`src/rtl/chess_pkg.sv`:
```
// Shared definitions for the move-list unpacking path: word geometry,
// move field offsets, the unpacker state encoding and slot helpers.
package chess_pkg;

    localparam int MV_W        = 19;
    localparam int SLOTS       = 8;
    localparam int WORD_W      = 160;
    localparam int INVALID_BIT = 18;
    localparam int COUNT_W     = 8;

    // Move field offsets inside a 19-bit move word (each field is 3 bits)
    localparam int FIELD_W      = 3;
    localparam int TO_ROW_LSB   = 0;
    localparam int TO_COL_LSB   = 3;
    localparam int FROM_ROW_LSB = 6;
    localparam int FROM_COL_LSB = 9;

    // Slot 1 sits just below the ignored top byte; later slots step down by MV_W
    localparam int SLOT1_LSB = WORD_W - 8 - MV_W;

    typedef enum logic [2:0] {
        IDLE,
        REQ,
        WAIT,
        LOAD,
        EMIT,
        DONE
    } unpackState_t;

    // Extract the move word for slot index idx (0 = slot 1 ... 7 = slot 8)
    function automatic logic [MV_W-1:0] getSlot(input logic [WORD_W-1:0] word,
                                                input logic [2:0]        idx);
        getSlot = word[SLOT1_LSB - MV_W * int'(idx) +: MV_W];
    endfunction

    // One bit per slot, set when that slot carries a legal move (invalid bit clear)
    function automatic logic [SLOTS-1:0] slotValidMask(input logic [WORD_W-1:0] word);
        logic [SLOTS-1:0] mask;
        mask = '0;
        for (int i = 0; i < SLOTS; i++) begin
            mask[i] = ~word[SLOT1_LSB - MV_W * i + INVALID_BIT];
        end
        return mask;
    endfunction

endpackage

```
`src/rtl/mv_slot_pick.sv`:
```
// Priority encoder over the pending-slot mask: lowest set bit wins, so
// moves always leave in slot order and empty slots cost no cycles.
module mv_slot_pick
    import chess_pkg::*;
(
    input  logic [SLOTS-1:0] mask,
    output logic [2:0]       idx,
    output logic             anyValid
);

    // Scan from the top down so the lowest set index is the last one written
    always_comb begin
        idx      = '0;
        anyValid = 1'b0;
        for (int i = SLOTS - 1; i >= 0; i--) begin
            if (mask[i]) begin
                idx      = 3'(i);
                anyValid = 1'b1;
            end
        end
    end

endmodule

```
`src/rtl/move_unpacker.sv`:
```
// Reads packed move-generator words (eight 19-bit slots each) from a FIFO
// and hands the legal moves one at a time to a valid/ready consumer,
// counting accepted moves and flagging when the list is exhausted.
module move_unpacker
    import chess_pkg::*;
(
    input  logic               clk,
    input  logic               reset,
    input  logic               start,
    input  logic [WORD_W-1:0]  fifo_out,
    input  logic               fifo_empty,
    output logic               rden,
    output logic               mv_valid,
    input  logic               mv_ready,
    output logic [MV_W-1:0]    mv_data,
    output logic [COUNT_W-1:0] mv_count,
    output logic               list_done
);

    unpackState_t      state;
    unpackState_t      nextState;
    logic [WORD_W-1:0] holdWord;
    logic [SLOTS-1:0]  slotMask;
    logic [SLOTS-1:0]  loadMask;
    logic [SLOTS-1:0]  pickBit;
    logic [SLOTS-1:0]  remaining;
    logic [2:0]        pickIdx;
    logic              pickAny;
    logic              handshake;
    logic              lastMove;

    mv_slot_pick slotPick (
        .mask     (slotMask),
        .idx      (pickIdx),
        .anyValid (pickAny)
    );

    assign loadMask  = slotValidMask(fifo_out);
    assign pickBit   = 8'b1 << pickIdx;
    assign remaining = slotMask & ~pickBit;
    assign lastMove  = (remaining == '0);

    assign mv_valid  = (state == EMIT) && pickAny;
    assign mv_data   = mv_valid ? getSlot(holdWord, pickIdx) : '0;
    assign handshake = mv_valid && mv_ready;
    assign list_done = (state == DONE);

    // State register; reset drops everything back to idle at once
    always_ff @(posedge clk or negedge reset) begin
        if (!reset) begin
            state <= IDLE;
        end else begin
            state <= nextState;
        end
    end

    // Next state and the FIFO read strobe; only one read is ever in flight
    always_comb begin
        nextState = state;
        rden      = 1'b0;
        case (state)
            IDLE: begin
                if (start) nextState = REQ;
            end
            REQ: begin
                if (fifo_empty) begin
                    nextState = DONE;
                end else begin
                    rden      = 1'b1;
                    nextState = WAIT;
                end
            end
            WAIT: begin
                nextState = LOAD;
            end
            LOAD: begin
                nextState = (|loadMask) ? EMIT : REQ;
            end
            EMIT: begin
                if (handshake && lastMove) nextState = REQ;
            end
            DONE: begin
                if (start) nextState = REQ;
            end
            default: begin
                nextState = IDLE;
            end
        endcase
    end

    // Holding word, pending-slot mask and the saturating accepted-move count
    always_ff @(posedge clk or negedge reset) begin
        if (!reset) begin
            holdWord <= '0;
            slotMask <= '0;
            mv_count <= '0;
        end else begin
            case (state)
                IDLE, DONE: begin
                    if (start) mv_count <= '0;
                end
                LOAD: begin
                    holdWord <= fifo_out;
                    slotMask <= loadMask;
                end
                EMIT: begin
                    if (handshake) begin
                        slotMask <= remaining;
                        if (mv_count != {COUNT_W{1'b1}}) begin
                            mv_count <= mv_count + 8'd1;
                        end
                    end
                end
                default: begin
                end
            endcase
        end
    end

endmodule

```
`config.mk`:
```
export PLATFORM = sky130hd
export DESIGN_NAME = move_unpacker
export DESIGN_NICKNAME = d
export VERILOG_FILES = /design/src/rtl/chess_pkg.sv /design/src/rtl/mv_slot_pick.sv /design/src/rtl/move_unpacker.sv
export SDC_FILE = /design/constraint.sdc
export NUM_CORES = 1
export LEC_CHECK = 0
export ABC_AREA = 0
export CAP_MARGIN = 0
export CORE_ASPECT_RATIO = 0.5
export CORE_MARGIN = 1.5
export CORE_UTILIZATION = 36
export CTS_CLUSTER_DIAMETER = 100
export CTS_CLUSTER_SIZE = 20
export DETAILED_ROUTE_END_ITERATION = 8
export GPL_TIMING_DRIVEN = 0
export HOLD_SLACK_MARGIN = 0.06
export PLACE_DENSITY = 0.54
export SLEW_MARGIN = 5
export SYNTH_ARGS = -nofsm -noshare
export SYNTH_HDL_FRONTEND = slang
export SYNTH_HIERARCHICAL = 1
export SYNTH_SLANG_ARGS = --single-unit
```
`constraint.sdc`:
```
create_clock -name clk -period 16.55 [get_ports clk]
set_input_delay 3.31 -clock clk [delete_from_list [all_inputs] [get_ports clk]]
set_output_delay 3.31 -clock clk [all_outputs]
set_load 0.01 [all_outputs]
```
==> results by group <==
Placed design
  – Port Buffer Count: 194
  – Placed inst area: 19900 sq um
  – Final HPWL DP: 92.8 mm
  – Gp weighted congestion: 1.14

Yosys
  – Syn Area/Cell: 10.0 sq um
  – Post-synth top area share: 26.2%
  – Ys Warns: 6
  – Mapped Nets: 1879
  – Synth top area cells: dfrtp_1 26%, mux2_2 19%, mux4_2 13%, mux2i_1 8.3%, nor2_1 2.9%
  – Post-synth EDFFs: 0
  – FFs w/ async S/R, synth: 100%
  – Post-Syn Area: 17100 sq um
  – Leading area contributor after synthesis: dfrtp_1
  – Post-synthesis sequential area ratio: 26.2%
  – Yosys cell types: 79
  – Synth Instances: 1701
  – Main flop type after synthesis: dfrtp_1
  – Number of synthesized register bits: 179
  – Commonest cells post-synth: 288 x mux2_2, 179 x dfrtp_1, 141 x mux2i_1
  – Most frequent cell after synthesis: mux2_2

STA
  – Fin. max-slew vios: 33
  – Setup TNS: 0 ns
  – Measured slew at the worst slew-check pin: 1.71 ns
  – Tmin final: 15.90 ns
  – Period utilization: 96.1%
  – Headroom to the max-slew limit: -13.9%
  – Count of final setup violators: 0
  – Endpoints failing hold: 0
  – Unrepaired setup endpoints after global routing: no
  – Max Clk Rate: 0.0629 GHz
  – Max Clock Skew: 0.0146 ns

Die
  – Die height: 157 um
  – Die area: 48800 sq um
  – Row Count: 56
  – DIE WIDTH: 311 um
  – Initial cell density of the core: 36.5%
  – Top-level I/O count: 195
  – Core footprint: 46800 sq um

Clocking
  – Hold bufs inserted after CTS: 0
  – CTS tree: done
  – Clock-pin slew of the registers on the worst-case setup and hold paths: 0.09 ns
  – Htree depth: 4
  – # clock sinks: 179
  – Clk root buf: clkbuf_16
  – Post-CTS resize count: 0
  – CTS Buf Count: 17
  – Clock latency on the worst-skew pair: 0.50 ns
  – Setup bufs post-CTS: 0
  – CTS Buffer Depth: 2

Worst setup path
  – Worst Path Arrival: 12.59 ns
  – Crit path largest cell delay: 1.21 ns
  – R2r endpoint: state[0]
  – Crit-path cells: o41ai_1 -> buf_2 -> buf_6 -> buf_6 -> buf_4 -> buf_4 -> inv_1 -> ha_1 -> buf_2 -> nor2b_1 -> buf_2 -> clkinv_1 -> buf_2 -> buf_1 -> fa_1 -> clkbuf_1 -> clkbuf_1 -> clkbuf_1 -> nor4_1 -> o311ai_0 -> o21ai_0 -> clkdlybuf4s50_1
  – Reg2reg path depth: 13
  – Data required, critical path: 13.24 ns
  – CP top delay family: buffers and inverters
  – Crit-path most repeated cell: buf_2
  – Worst-path fanout max: 10
  – Bufs and invs on worst path: 15
  – R2r setup slk: 11.98 ns
  – FF-to-FF Start: slotMask[2]
  – CP Class: flop to output pin
  – Critical Path Sink Type: output pin
  – Slowest-stage cell, CP: fa_1
  – Startpoint types: flop

GRT
  – Total GRT Usage: 48.9%
  – Vias in the first global route: 17900
  – Initial antenna violation count: 18
  – First-pass GRT wire length: 159 mm
  – Largest net degree at the start of global routing: 105
  – GRT overflow: 0

Run status
  – Failing checks: capacitance limit, slew limit
  – Outcome: finished, violations left

Routing
  – WL/cell: 46.9 um
  – DR pass1 iterations: 6
  – Post-route DRC: 0
  – Final ANT Viol Nets: 0
  – Drt total wl: 121 mm
  – Vias: 19200
  – DRC marker count from the first detailed-route iteration: 3877
  – Average vias per placed instance: 7.45

Hold path
  – WHS Path Cells: 1
  – Hold Crit Class: flop to flop
  – Hold_sp: mv_count[2]
  – Hold Path Sink: mv_count[2]

Cells and area
  – Area Growth Syn to Fin: 20.2%
  – Layout cell share with drive strength beyond 1: 27.1%
  – Nets: 2097
  – Number of fill cells: 4578
  – Post-Layout Inst Area: 20500 sq um

Job
  – Max_cap viols: 5
==> cells in the final DEF (no fill, tap or decap), drive strengths merged, types with 10 or more instances in the layout <==
master / synthesis / routed
o221ai: 13 / 13
nor2: 132 / 132
mux2i: 141 / 141
and3: 16 / 16
nor2b: 11 / 11
a2111oi: 11 / 11
nor4: 10 / 10
a21oi: 61 / 61
clkdlybuf4s50: 0 / 193
a31oi: 14 / 14
inv: 19 / 28
clkbuf: 72 / 90
nand3: 20 / 20
o211ai: 16 / 16
o31ai: 12 / 12
nor3: 31 / 31
a211oi: 22 / 22
ha: 11 / 11
o21ai: 84 / 84
a221oi: 15 / 15
buf: 89 / 94
dfrtp: 179 / 179
mux2: 289 / 289
a22o: 15 / 15
nand2: 100 / 100
mux4: 95 / 95
o22ai: 69 / 69
a22oi: 21 / 21
==> registers in the layout, summed over array words and instances (netlist names) <==
signal / count
slotMask: 8
state: 3
holdWord: 160
mv_count: 8
==> worst max-delay path by stage <==
stage                            from     endpoint  slack (ns)  cells past startpoint
after detailed placement  slotMask[2]  mv_data[13]        1.94                     23
final                     slotMask[2]   mv_data[8]        0.65                     22
after CTS                 slotMask[2]  mv_data[13]        1.39                     23
after floorplan           slotMask[2]   mv_data[9]        7.20                     23
after global routing      slotMask[2]   mv_data[8]        1.16                     22
after global placement    slotMask[2]  mv_data[13]        1.78                     23
==> cell type report <==
class                      instances  area, sq um  area share [%]
clock inverter                    15          164           0.799
multi-input combinational       1340        11700            57.0
tap                              638          798            3.89
clock buffer                      17          425            2.07
sequential                       179         4480            21.8
inverter                          21         78.8           0.384
antenna                            9         22.5           0.110
buffer                           161          848            4.13
timing repair buffer             199         2010            9.79
==> worst reg2reg max path: cells and delay by family (launching register included) <==
kind            cells  cell delay [ns]
fa+ha+maj           1             0.20
flops               1             0.48
mux                 1             0.22
buf+inv             7             2.09
compound gates      4             1.51
==> logic make-up after synthesis <==
kind of cell             after synthesis  share of synthesized area [%]
buffers and inverters                182                           5.41
XOR/XNOR                               4                          0.315
flip-flops                           179                           26.2
AO/OA/AOI/OAI                        432                           17.3
multiplexers                         525                           39.9
adder cells (fa/ha/maj)               13                           1.04
AND/OR/NAND/NOR                      366                           9.80
==> metrics by stage <==
stage               cells  hold WS, ns  worst slack, ns  util, %
floorplan            1701        0.490             7.20        -
global placement     2533        0.502             1.78     42.3
detailed placement   2537        0.512             1.94     42.5
CTS                  2569        0.530             1.39     43.8
global route         2570        0.552             1.16     43.8
finish               2579        0.534            0.653     43.8
==> layer usage <==
| metal | vias to the layer above | global-route usage, % | share of wire (%) |
|---|---|---|---|
| met5 | - | 4.55 | 0.32 |
| met4 | 12 | 22.7 | 5.6 |
| met3 | 472 | 32.9 | 18 |
| met2 | 1921 | 60.3 | 35 |
| met1 | 9721 | 63.0 | 40 |
| li1 | 7085 | - | - |
Power is left out: the tool's default activity adds up to more than one toggle a clock period on the data nets, which glitch-free logic cannot reach.
